[src/rtl/pipe_exe_if.sv]
// pipe_exe_if -- signal bundle between the D/E register, the forwarding
// network and the execute stage.
//   master : drives the D/E register fields and forwarding data, sees results
//   slave  : the execute stage (pipe_exe)
// Inputs to EXE : ea, eb, eimm, epc4, ealuc, ealuimm, ejal, ewreg, em2reg,
//                 ewmem, ern, ea_depen, eb_depen, m_alu, m_mo, w_data
// Outputs of EXE: e_alu, e_b, e_rn, e_wreg, e_m2reg, e_wmem, e_busy
interface pipe_exe_if;
  logic [31:0] ea;
  logic [31:0] eb;
  logic [31:0] eimm;
  logic [31:0] epc4;
  logic [4:0]  ealuc;
  logic        ealuimm;
  logic        ejal;
  logic        ewreg;
  logic        em2reg;
  logic        ewmem;
  logic [4:0]  ern;
  logic [1:0]  ea_depen;
  logic [1:0]  eb_depen;
  logic [31:0] m_alu;
  logic [31:0] m_mo;
  logic [31:0] w_data;
  logic [31:0] e_alu;
  logic [31:0] e_b;
  logic [4:0]  e_rn;
  logic        e_wreg;
  logic        e_m2reg;
  logic        e_wmem;
  logic        e_busy;

  modport master (
    output ea, eb, eimm, epc4, ealuc, ealuimm, ejal, ewreg, em2reg, ewmem,
           ern, ea_depen, eb_depen, m_alu, m_mo, w_data,
    input  e_alu, e_b, e_rn, e_wreg, e_m2reg, e_wmem, e_busy
  );

  modport slave (
    input  ea, eb, eimm, epc4, ealuc, ealuimm, ejal, ewreg, em2reg, ewmem,
           ern, ea_depen, eb_depen, m_alu, m_mo, w_data,
    output e_alu, e_b, e_rn, e_wreg, e_m2reg, e_wmem, e_busy
  );
endinterface

[src/rtl/pipe_exe.sv]
// pipe_exe -- execute stage of the 5-stage pipeline.
// Forwards operands, runs the single-cycle ALU, and owns the hi/lo registers
// with an iterative (32-step radix-2) multiply/divide unit.
// Ports:
//   clk  : clock, all state on posedge
//   clrn : asynchronous active-low reset
//   bus  : pipe_exe_if.slave (D/E fields, forwarding data, E-stage results,
//          e_busy stall request)
module pipe_exe (
  input  logic       clk,
  input  logic       clrn,
  pipe_exe_if.slave  bus
);

  localparam logic [1:0] IDLE = 2'd0;
  localparam logic [1:0] BUSY = 2'd1;
  localparam logic [1:0] DONE = 2'd2;

  localparam logic [4:0] OP_ADD  = 5'b00000;
  localparam logic [4:0] OP_SUB  = 5'b00001;
  localparam logic [4:0] OP_AND  = 5'b00010;
  localparam logic [4:0] OP_OR   = 5'b00011;
  localparam logic [4:0] OP_XOR  = 5'b00100;
  localparam logic [4:0] OP_LUI  = 5'b00101;
  localparam logic [4:0] OP_SLL  = 5'b00110;
  localparam logic [4:0] OP_SRL  = 5'b00111;
  localparam logic [4:0] OP_SRA  = 5'b01000;
  localparam logic [4:0] OP_SLT  = 5'b01001;
  localparam logic [4:0] OP_SLTU = 5'b01010;
  localparam logic [4:0] OP_NOR  = 5'b01011;
  localparam logic [4:0] OP_MFHI = 5'b10100;
  localparam logic [4:0] OP_MFLO = 5'b10101;
  localparam logic [4:0] OP_MTHI = 5'b10110;
  localparam logic [4:0] OP_MTLO = 5'b10111;

  // md_op_r encoding follows ealuc[1:0]: 00 MULT, 01 MULTU, 10 DIV, 11 DIVU
  logic [1:0]  state_r;
  logic [4:0]  count_r;
  logic [1:0]  md_op_r;
  logic [31:0] a_r;        // raw captured fa (signs, div-by-zero result)
  logic [31:0] b_r;        // raw captured fb
  logic [31:0] mag_a_r;    // multiplicand magnitude
  logic [31:0] mag_b_r;    // divisor magnitude
  logic [63:0] work_r;     // mult: {partial, multiplier}; div: {rem, quotient}
  logic [31:0] hi_r;
  logic [31:0] lo_r;

  logic [31:0] fa_s;
  logic [31:0] fb_s;
  logic [31:0] alu_b_s;
  logic [31:0] alu_s;
  logic        md_req_s;
  logic        md_signed_s;
  logic [31:0] mag_fa_s;
  logic [31:0] mag_fb_s;
  logic [32:0] md_sum_s;
  logic [32:0] md_shift_s;
  logic [32:0] md_diff_s;
  logic [63:0] work_nxt_s;
  logic [31:0] res_hi_s;
  logic [31:0] res_lo_s;
  logic        last_step_s;

  // Two's-complement magnitude; unsigned operands pass straight through.
  function automatic logic [31:0] magnitude(input logic [31:0] v, input logic is_signed);
    logic [31:0] m;
    if (is_signed && v[31]) begin
      m = (~v) + 32'd1;
    end else begin
      m = v;
    end
    return m;
  endfunction

  assign md_req_s    = (bus.ealuc[4:2] == 3'b100);
  assign md_signed_s = ~bus.ealuc[0];
  assign mag_fa_s    = magnitude(fa_s, md_signed_s);
  assign mag_fb_s    = magnitude(fb_s, md_signed_s);
  assign last_step_s = (state_r == BUSY) && (count_r == 5'd31);

  // Operand A forwarding select.
  always_comb begin
    case (bus.ea_depen)
      2'b00:   fa_s = bus.ea;
      2'b01:   fa_s = bus.m_alu;
      2'b10:   fa_s = bus.w_data;
      2'b11:   fa_s = bus.m_mo;
      default: fa_s = bus.ea;
    endcase
  end

  // Operand B forwarding select.
  always_comb begin
    case (bus.eb_depen)
      2'b00:   fb_s = bus.eb;
      2'b01:   fb_s = bus.m_alu;
      2'b10:   fb_s = bus.w_data;
      2'b11:   fb_s = bus.m_mo;
      default: fb_s = bus.eb;
    endcase
  end

  assign alu_b_s = bus.ealuimm ? bus.eimm : fb_s;

  // Single-cycle ALU; shift amount always comes from fa, shifted value from B.
  always_comb begin
    alu_s = 32'd0;
    case (bus.ealuc)
      OP_ADD:  alu_s = fa_s + alu_b_s;
      OP_SUB:  alu_s = fa_s - alu_b_s;
      OP_AND:  alu_s = fa_s & alu_b_s;
      OP_OR:   alu_s = fa_s | alu_b_s;
      OP_XOR:  alu_s = fa_s ^ alu_b_s;
      OP_LUI:  alu_s = alu_b_s << 5'd16;
      OP_SLL:  alu_s = alu_b_s << fa_s[4:0];
      OP_SRL:  alu_s = alu_b_s >> fa_s[4:0];
      OP_SRA:  alu_s = $unsigned($signed(alu_b_s) >>> fa_s[4:0]);
      OP_SLT:  alu_s = {31'd0, ($signed(fa_s) < $signed(alu_b_s))};
      OP_SLTU: alu_s = {31'd0, (fa_s < alu_b_s)};
      OP_NOR:  alu_s = ~(fa_s | alu_b_s);
      OP_MFHI: alu_s = hi_r;
      OP_MFLO: alu_s = lo_r;
      default: alu_s = 32'd0;
    endcase
  end

  // One radix-2 step: shift-add for multiply, restoring step for divide.
  always_comb begin
    md_sum_s   = 33'd0;
    md_shift_s = 33'd0;
    md_diff_s  = 33'd0;
    work_nxt_s = work_r;
    if (md_op_r[1] == 1'b0) begin
      md_sum_s   = {1'b0, work_r[63:32]} + (work_r[0] ? {1'b0, mag_a_r} : 33'd0);
      work_nxt_s = {md_sum_s, work_r[31:1]};
    end else begin
      md_shift_s = {work_r[63:32], work_r[31]};
      md_diff_s  = md_shift_s - {1'b0, mag_b_r};
      // No borrow out means the divisor fits: keep the difference, quotient bit 1.
      if (md_diff_s[32] == 1'b0) begin
        work_nxt_s = {md_diff_s[31:0], work_r[30:0], 1'b1};
      end else begin
        work_nxt_s = {md_shift_s[31:0], work_r[30:0], 1'b0};
      end
    end
  end

  // Sign fix-up of the final step into hi/lo values.
  always_comb begin
    res_hi_s = work_nxt_s[63:32];
    res_lo_s = work_nxt_s[31:0];
    case (md_op_r)
      2'b00: begin
        if (a_r[31] ^ b_r[31]) begin
          {res_hi_s, res_lo_s} = (~work_nxt_s) + 64'd1;
        end else begin
          {res_hi_s, res_lo_s} = work_nxt_s;
        end
      end
      2'b01: begin
        {res_hi_s, res_lo_s} = work_nxt_s;
      end
      2'b10, 2'b11: begin
        if (b_r == 32'd0) begin
          // Divide by zero: all-ones quotient, dividend left as remainder.
          res_hi_s = a_r;
          res_lo_s = 32'hFFFF_FFFF;
        end else begin
          if ((md_op_r == 2'b10) && (a_r[31] ^ b_r[31])) begin
            res_lo_s = (~work_nxt_s[31:0]) + 32'd1;
          end else begin
            res_lo_s = work_nxt_s[31:0];
          end
          if ((md_op_r == 2'b10) && a_r[31]) begin
            res_hi_s = (~work_nxt_s[63:32]) + 32'd1;
          end else begin
            res_hi_s = work_nxt_s[63:32];
          end
        end
      end
      default: begin
        res_hi_s = work_nxt_s[63:32];
        res_lo_s = work_nxt_s[31:0];
      end
    endcase
  end

  // Multiply/divide sequencer: capture operands, iterate 32 steps, one DONE cycle.
  always_ff @(posedge clk or negedge clrn) begin
    if (!clrn) begin
      state_r <= IDLE;
      count_r <= 5'd0;
      md_op_r <= 2'b00;
      a_r     <= 32'd0;
      b_r     <= 32'd0;
      mag_a_r <= 32'd0;
      mag_b_r <= 32'd0;
      work_r  <= 64'd0;
    end else begin
      case (state_r)
        IDLE: begin
          if (md_req_s) begin
            md_op_r <= bus.ealuc[1:0];
            a_r     <= fa_s;
            b_r     <= fb_s;
            mag_a_r <= mag_fa_s;
            mag_b_r <= mag_fb_s;
            // Multiplier (mult) or dividend (div) starts in the low half.
            work_r  <= {32'd0, (bus.ealuc[1] ? mag_fa_s : mag_fb_s)};
            count_r <= 5'd0;
            state_r <= BUSY;
          end else begin
            state_r <= IDLE;
          end
        end
        BUSY: begin
          work_r  <= work_nxt_s;
          count_r <= count_r + 5'd1;
          if (count_r == 5'd31) begin
            state_r <= DONE;
          end else begin
            state_r <= BUSY;
          end
        end
        // The issuing op is still in E here; leaving unconditionally stops a restart.
        DONE:    state_r <= IDLE;
        default: state_r <= IDLE;
      endcase
    end
  end

  // hi/lo: multiply/divide results on the last step, MTHI/MTLO otherwise.
  always_ff @(posedge clk or negedge clrn) begin
    if (!clrn) begin
      hi_r <= 32'd0;
      lo_r <= 32'd0;
    end else if (last_step_s) begin
      hi_r <= res_hi_s;
      lo_r <= res_lo_s;
    end else if ((state_r == IDLE) && (bus.ealuc == OP_MTHI)) begin
      hi_r <= fa_s;
    end else if ((state_r == IDLE) && (bus.ealuc == OP_MTLO)) begin
      lo_r <= fa_s;
    end
  end

  // Stall request is held off while reset is asserted.
  assign bus.e_busy  = clrn & (((state_r == IDLE) & md_req_s) | (state_r == BUSY));
  assign bus.e_alu   = bus.ejal ? (bus.epc4 + 32'd4) : alu_s;
  assign bus.e_b     = fb_s;
  assign bus.e_rn    = bus.ern;
  assign bus.e_m2reg = bus.em2reg;
  assign bus.e_wreg  = bus.ewreg & ~bus.e_busy;
  assign bus.e_wmem  = bus.ewmem & ~bus.e_busy;

endmodule

[src/flat_wrapper.sv]
// flat-port wrapper written by rule: the top's interface ports become plain ports
module pipe_exe_flat 
  (clk, clrn, bus_ea, bus_eb, bus_eimm, bus_epc4, bus_ealuc, bus_ealuimm, bus_ejal, bus_ewreg, bus_em2reg, bus_ewmem, bus_ern, bus_ea_depen, bus_eb_depen, bus_m_alu, bus_m_mo, bus_w_data, bus_e_alu, bus_e_b, bus_e_rn, bus_e_wreg, bus_e_m2reg, bus_e_wmem, bus_e_busy);
  pipe_exe_if bus_i ();
  input  logic clk;
  input  logic clrn;
  input wire logic [$bits(bus_i.ea)-1:0] bus_ea;
  input wire logic [$bits(bus_i.eb)-1:0] bus_eb;
  input wire logic [$bits(bus_i.eimm)-1:0] bus_eimm;
  input wire logic [$bits(bus_i.epc4)-1:0] bus_epc4;
  input wire logic [$bits(bus_i.ealuc)-1:0] bus_ealuc;
  input wire logic [$bits(bus_i.ealuimm)-1:0] bus_ealuimm;
  input wire logic [$bits(bus_i.ejal)-1:0] bus_ejal;
  input wire logic [$bits(bus_i.ewreg)-1:0] bus_ewreg;
  input wire logic [$bits(bus_i.em2reg)-1:0] bus_em2reg;
  input wire logic [$bits(bus_i.ewmem)-1:0] bus_ewmem;
  input wire logic [$bits(bus_i.ern)-1:0] bus_ern;
  input wire logic [$bits(bus_i.ea_depen)-1:0] bus_ea_depen;
  input wire logic [$bits(bus_i.eb_depen)-1:0] bus_eb_depen;
  input wire logic [$bits(bus_i.m_alu)-1:0] bus_m_alu;
  input wire logic [$bits(bus_i.m_mo)-1:0] bus_m_mo;
  input wire logic [$bits(bus_i.w_data)-1:0] bus_w_data;
  output wire logic [$bits(bus_i.e_alu)-1:0] bus_e_alu;
  output wire logic [$bits(bus_i.e_b)-1:0] bus_e_b;
  output wire logic [$bits(bus_i.e_rn)-1:0] bus_e_rn;
  output wire logic [$bits(bus_i.e_wreg)-1:0] bus_e_wreg;
  output wire logic [$bits(bus_i.e_m2reg)-1:0] bus_e_m2reg;
  output wire logic [$bits(bus_i.e_wmem)-1:0] bus_e_wmem;
  output wire logic [$bits(bus_i.e_busy)-1:0] bus_e_busy;
  assign bus_i.ea = bus_ea;
  assign bus_i.eb = bus_eb;
  assign bus_i.eimm = bus_eimm;
  assign bus_i.epc4 = bus_epc4;
  assign bus_i.ealuc = bus_ealuc;
  assign bus_i.ealuimm = bus_ealuimm;
  assign bus_i.ejal = bus_ejal;
  assign bus_i.ewreg = bus_ewreg;
  assign bus_i.em2reg = bus_em2reg;
  assign bus_i.ewmem = bus_ewmem;
  assign bus_i.ern = bus_ern;
  assign bus_i.ea_depen = bus_ea_depen;
  assign bus_i.eb_depen = bus_eb_depen;
  assign bus_i.m_alu = bus_m_alu;
  assign bus_i.m_mo = bus_m_mo;
  assign bus_i.w_data = bus_w_data;
  assign bus_e_alu = bus_i.e_alu;
  assign bus_e_b = bus_i.e_b;
  assign bus_e_rn = bus_i.e_rn;
  assign bus_e_wreg = bus_i.e_wreg;
  assign bus_e_m2reg = bus_i.e_m2reg;
  assign bus_e_wmem = bus_i.e_wmem;
  assign bus_e_busy = bus_i.e_busy;
  pipe_exe u_core (.clk(clk), .clrn(clrn), .bus(bus_i));
endmodule
[config.mk]
export PLATFORM = sky130hd
export DESIGN_NAME = pipe_exe_flat
export DESIGN_NICKNAME = d
export VERILOG_FILES = /design/src/rtl/pipe_exe_if.sv /design/src/rtl/pipe_exe.sv /design/src/flat_wrapper.sv
export SDC_FILE = /design/constraint.sdc
export NUM_CORES = 2
export LEC_CHECK = 0
export BUFFER_PORTS_ARGS = -buffer_cell sky130_fd_sc_hd__buf_2
export CAP_MARGIN = 20
export CORE_UTILIZATION = 25
export DETAILED_ROUTE_END_ITERATION = 8
export HOLD_SLACK_MARGIN = 0.05
export SLEW_MARGIN = 25
export SYNTH_ARGS = -nofsm -noshare
export SYNTH_HDL_FRONTEND = slang
export SYNTH_SLANG_ARGS = --single-unit
export TNS_END_PERCENT = 10
[constraint.sdc]
create_clock -name clk -period 8.4 [get_ports clk]
set_input_delay 0.84 -clock clk [delete_from_list [all_inputs] [get_ports clk]]
set_output_delay 0.84 -clock clk [all_outputs]
set_load 0.01 [all_outputs]
==> flow_metrics.env <==
export IMPL_status="finished with violations"
export IMPL_violations="design-rule violations"
export IMPL_fin_nets=4739
export IMPL_ys_warn_count=0
export IMPL_fp_coreArea_sq_um=124000
export IMPL_gr_total_overflow=0
export IMPL_first_iter_violations=4404
export IMPL_synth_xor_area_frac=0.0675
export IMPL_rsz0062_at_grt="false"
export IMPL_clockBufferDepth=3
export IMPL_htreeDepth=1
export IMPL_avgSynthCellArea_sq_um=7.45
export IMPL_place_congestion=1.06
export IMPL_ioPinCount=318
export IMPL_dr_pass1_iters=9
export IMPL_ir_drop_mv=0.241
export IMPL_hold_viol_final=0
export IMPL_vias_per_cell=5.88
export IMPL_power_leakage_nw=15.0
export IMPL_drive_above_1_share=0.151
export IMPL_clkTransAtPathRegs_ps=70
export IMPL_area_growth_pct=13.8
export IMPL_pwr_share_seq=0.192
export IMPL_n_fill_cell=13700
export IMPL_setup_viol=0
export IMPL_die_area_sq_um=126000
export IMPL_cts_root_buffer="clkbuf_16"
export IMPL_startpoint_type="input pin"
export IMPL_finalSetupTns_ps=0
export IMPL_yosys_cell_types_count=96
export IMPL_yosys_top_cells_area="dfrtp_1 (21%), nand2_1 (7.5%), ha_1 (6.7%), o21ai_0 (5.8%), a21oi_1 (5.7%)"
export IMPL_cts_made_buffers=29
export IMPL_antenna_found_initial=12
export IMPL_tightest_slew_ps=1310
export IMPL_grtUsageTotal=0.263
export IMPL_clk_latency_ps=600
export IMPL_yosysSeqAreaShare=0.211
export IMPL_synth_async_sr_flop_share=1.00
export IMPL_dp_hpwl_mm=137
export IMPL_cts_tree="built"
export IMPL_hold_class="in -> async"
export IMPL_ant_nets=0
export IMPL_slew_limit_headroom=0.123
export IMPL_synth_top_family_by_area="compound AO/OA/AOI/OAI gates"
export IMPL_fin_skew_ps=17.9
export IMPL_p_int_mw=5.79
export IMPL_syn_cell_area_sq_um=31100
export IMPL_start_util=0.252
export IMPL_synth_enable_flop_cells=0
export IMPL_ys_ff_latch=263
export IMPL_fmax_ghz=0.123
export IMPL_drv_cap=0
export IMPL_postSynthCellCount=4182
export IMPL_cts_setup_buffers=0
export IMPL_synth_largest_area_cell="dfrtp_1"
export IMPL_synth_ff_type="dfrtp_1"
export IMPL_post_cts_resize_count=0
export IMPL_cts_sinks=263
export IMPL_io_buffers=305
export IMPL_grt_pass1_wl_mm=243
export IMPL_row_count=129
export IMPL_postRouteWirelength_mm=173
export IMPL_wl_per_cell_um=28.9
export IMPL_synthAdderAreaFrac=0.0697
export IMPL_final_max_slew_viol_count=0
export IMPL_drc=1
export IMPL_yosys_area_share_simple=0.206
export IMPL_power_density_nw_per_um2=370
export IMPL_crit_path_end_kind="primary output"
export IMPL_synth_nets=4598
export IMPL_pwr_share_clk=0.098
export IMPL_yosysTopAreaCellShare=0.211
export IMPL_min_period_ps=8120
export IMPL_grt_max_degree=187
export IMPL_crit_path_max_fanout=17
export IMPL_hold_ws_ps=180
export IMPL_swShare=0.558
export IMPL_dieWidth_um=355
export IMPL_r2r_slack_ps=2040
export IMPL_fin_crit_sh=0.967
export IMPL_synth_mux_area_frac=0.108
export IMPL_crit_type="in -> out"
export IMPL_p_sw_mw=7.31
export IMPL_combinationalPowerShare=0.711
export IMPL_ctsHoldBuffers=0
export IMPL_synth_compound_area_frac=0.280
export IMPL_grt_pass1_vias=33300
export IMPL_dr_total_vias=35200
export IMPL_die_y_um=355
export IMPL_cp_required_ps=7560
export IMPL_cp_arrival_ps=7280
power by group through the flow:
stage / logic [mW] / registers, mW / clock network, mW
after floorplan: 6.21 / 2.20 / 0
after global placement: 8.96 / 2.48 / 0
after detailed placement: 9.01 / 2.49 / 0
after CTS: 9.06 / 2.48 / 1.28
after global routing: 9.89 / 2.57 / 1.33
final: 9.31 / 2.51 / 1.28
final cells by class:
cell class | instances | area [sq um] | area share
Antenna cell | 5 | 12.5 | 0.000353
Clock buffer | 37 | 796 | 0.0225
Clock inverter | 13 | 108 | 0.00304
Inverter | 159 | 597 | 0.0168
Multi-Input combinational cell | 3455 | 22900 | 0.646
Sequential cell | 263 | 6590 | 0.186
Tap cell | 1637 | 2050 | 0.0578
Timing Repair Buffer | 415 | 2380 | 0.0672
Yosys cell counts, types with 40 or more instances:
cell type and number:
a211oi_1 63, a21o_1 51, a21oi_1 357, a31oi_1 66
and2_1 57, clkbuf_1 246, dfrtp_1 263, ha_1 167
inv_1 155, mux2_2 57, mux2i_1 140, mux4_2 59
nand2_1 622, nand3_1 110, nor2_1 344, nor3_1 89
o211ai_1 61, o21ai_0 358, o221ai_1 53, o22ai_1 55
o31ai_1 40, xnor2_1 154, xor2_1 86
through the flow:
step / util / power, mW / std cells / setup WS [ps] / area (sq um)
finish: 0.287 / 13.1 / 5984 / 278 / 35400
detailed placement: 0.279 / 11.5 / 5929 / 468 / 34500
global route: 0.287 / 13.8 / 5983 / 134 / 35400
floorplan: - / 8.41 / 4182 / 1550 / 31100
global placement: 0.279 / 11.4 / 5929 / 563 / 34500
CTS: 0.286 / 12.8 / 5979 / 468 / 35400
kinds of logic after synthesis:
| logic type | count (synthesis) |
|---|---|
| flops | 263 |
| simple gates | 1427 |
| xor+xnor | 240 |
| fa+ha+maj | 171 |
| buf+inv | 464 |
| mux | 256 |
| compound gates | 1361 |
worst paths after layout:
check,startpoint,end,depth (start not counted)
worst max register to register,u_core.work_r[32]$_DFFE_PN0P_,u_core.hi_r[0]$_DFFE_PN0P_,21
max in group asynchronous,clrn,u_core.md_op_r[1]$_DFFE_PN0P_,3
worst min-delay path,clrn,u_core.work_r[55]$_DFFE_PN0P_,1
min in group clk,u_core.mag_a_r[25]$_DFFE_PN0P_,u_core.mag_a_r[25]$_DFFE_PN0P_,2
worst min register to register,u_core.mag_a_r[25]$_DFFE_PN0P_,u_core.mag_a_r[25]$_DFFE_PN0P_,2
worst max-delay path,bus_eb_depen[1],bus_e_alu[0],20
flip-flops by register name (all words and copies together) (netlist names):
signal,count
u_core.a_r,31
u_core.b_r,31
u_core.count_r,5
u_core.hi_r,32
u_core.lo_r,32
u_core.mag_a_r,32
u_core.mag_b_r,32
u_core.md_op_r,2
u_core.state_r,2
u_core.work_r,64
placed cells by master (no fill, tap or decap), drive strengths merged, types with 43 or more instances in the layout:
| master | n |
|---|---|
| and2 | 57 |
| o22ai | 55 |
| nor3 | 92 |
| a21o | 51 |
| dfrtp | 263 |
| nor2 | 346 |
| ha | 167 |
| o21ai | 367 |
| xnor2 | 154 |
| a31oi | 66 |
| o221ai | 54 |
| a21oi | 361 |
| nand2 | 622 |
| mux2i | 140 |
| buf | 415 |
| o31ai | 43 |
| o211ai | 62 |
| inv | 158 |
| mux4 | 59 |
| xor2 | 86 |
| nand3 | 112 |
| a211oi | 63 |
| mux2 | 57 |
routing by layer:
metal / up-vias / track usage / wire [um]
met1: 17100 / 0.333 / 68200
met4: 6 / 0.174 / 13600
li1: 15600 / - / -
met3: 452 / 0.0472 / 15200
met2: 2052 / 0.407 / 75500
met5: - / 0.00377 / 92
critical path, cell delays in order:
cell      delay (ps)
buf_2            200
buf_4            340
mux4_2           470
mux2i_1          640
ha_1             460
nor2b_1          180
o21bai_1         310
a21o_1           170
o21ai_0          170
nor2_1           360
a311o_1          360
a31oi_1          120
o41ai_1          570
o221ai_1         410
o21bai_1         420
a31oi_1          170
nor4_1           620
buf_4            220
o21ai_0           80
buf_2            160
Note: power is estimated with default switching activity, not from simulation.
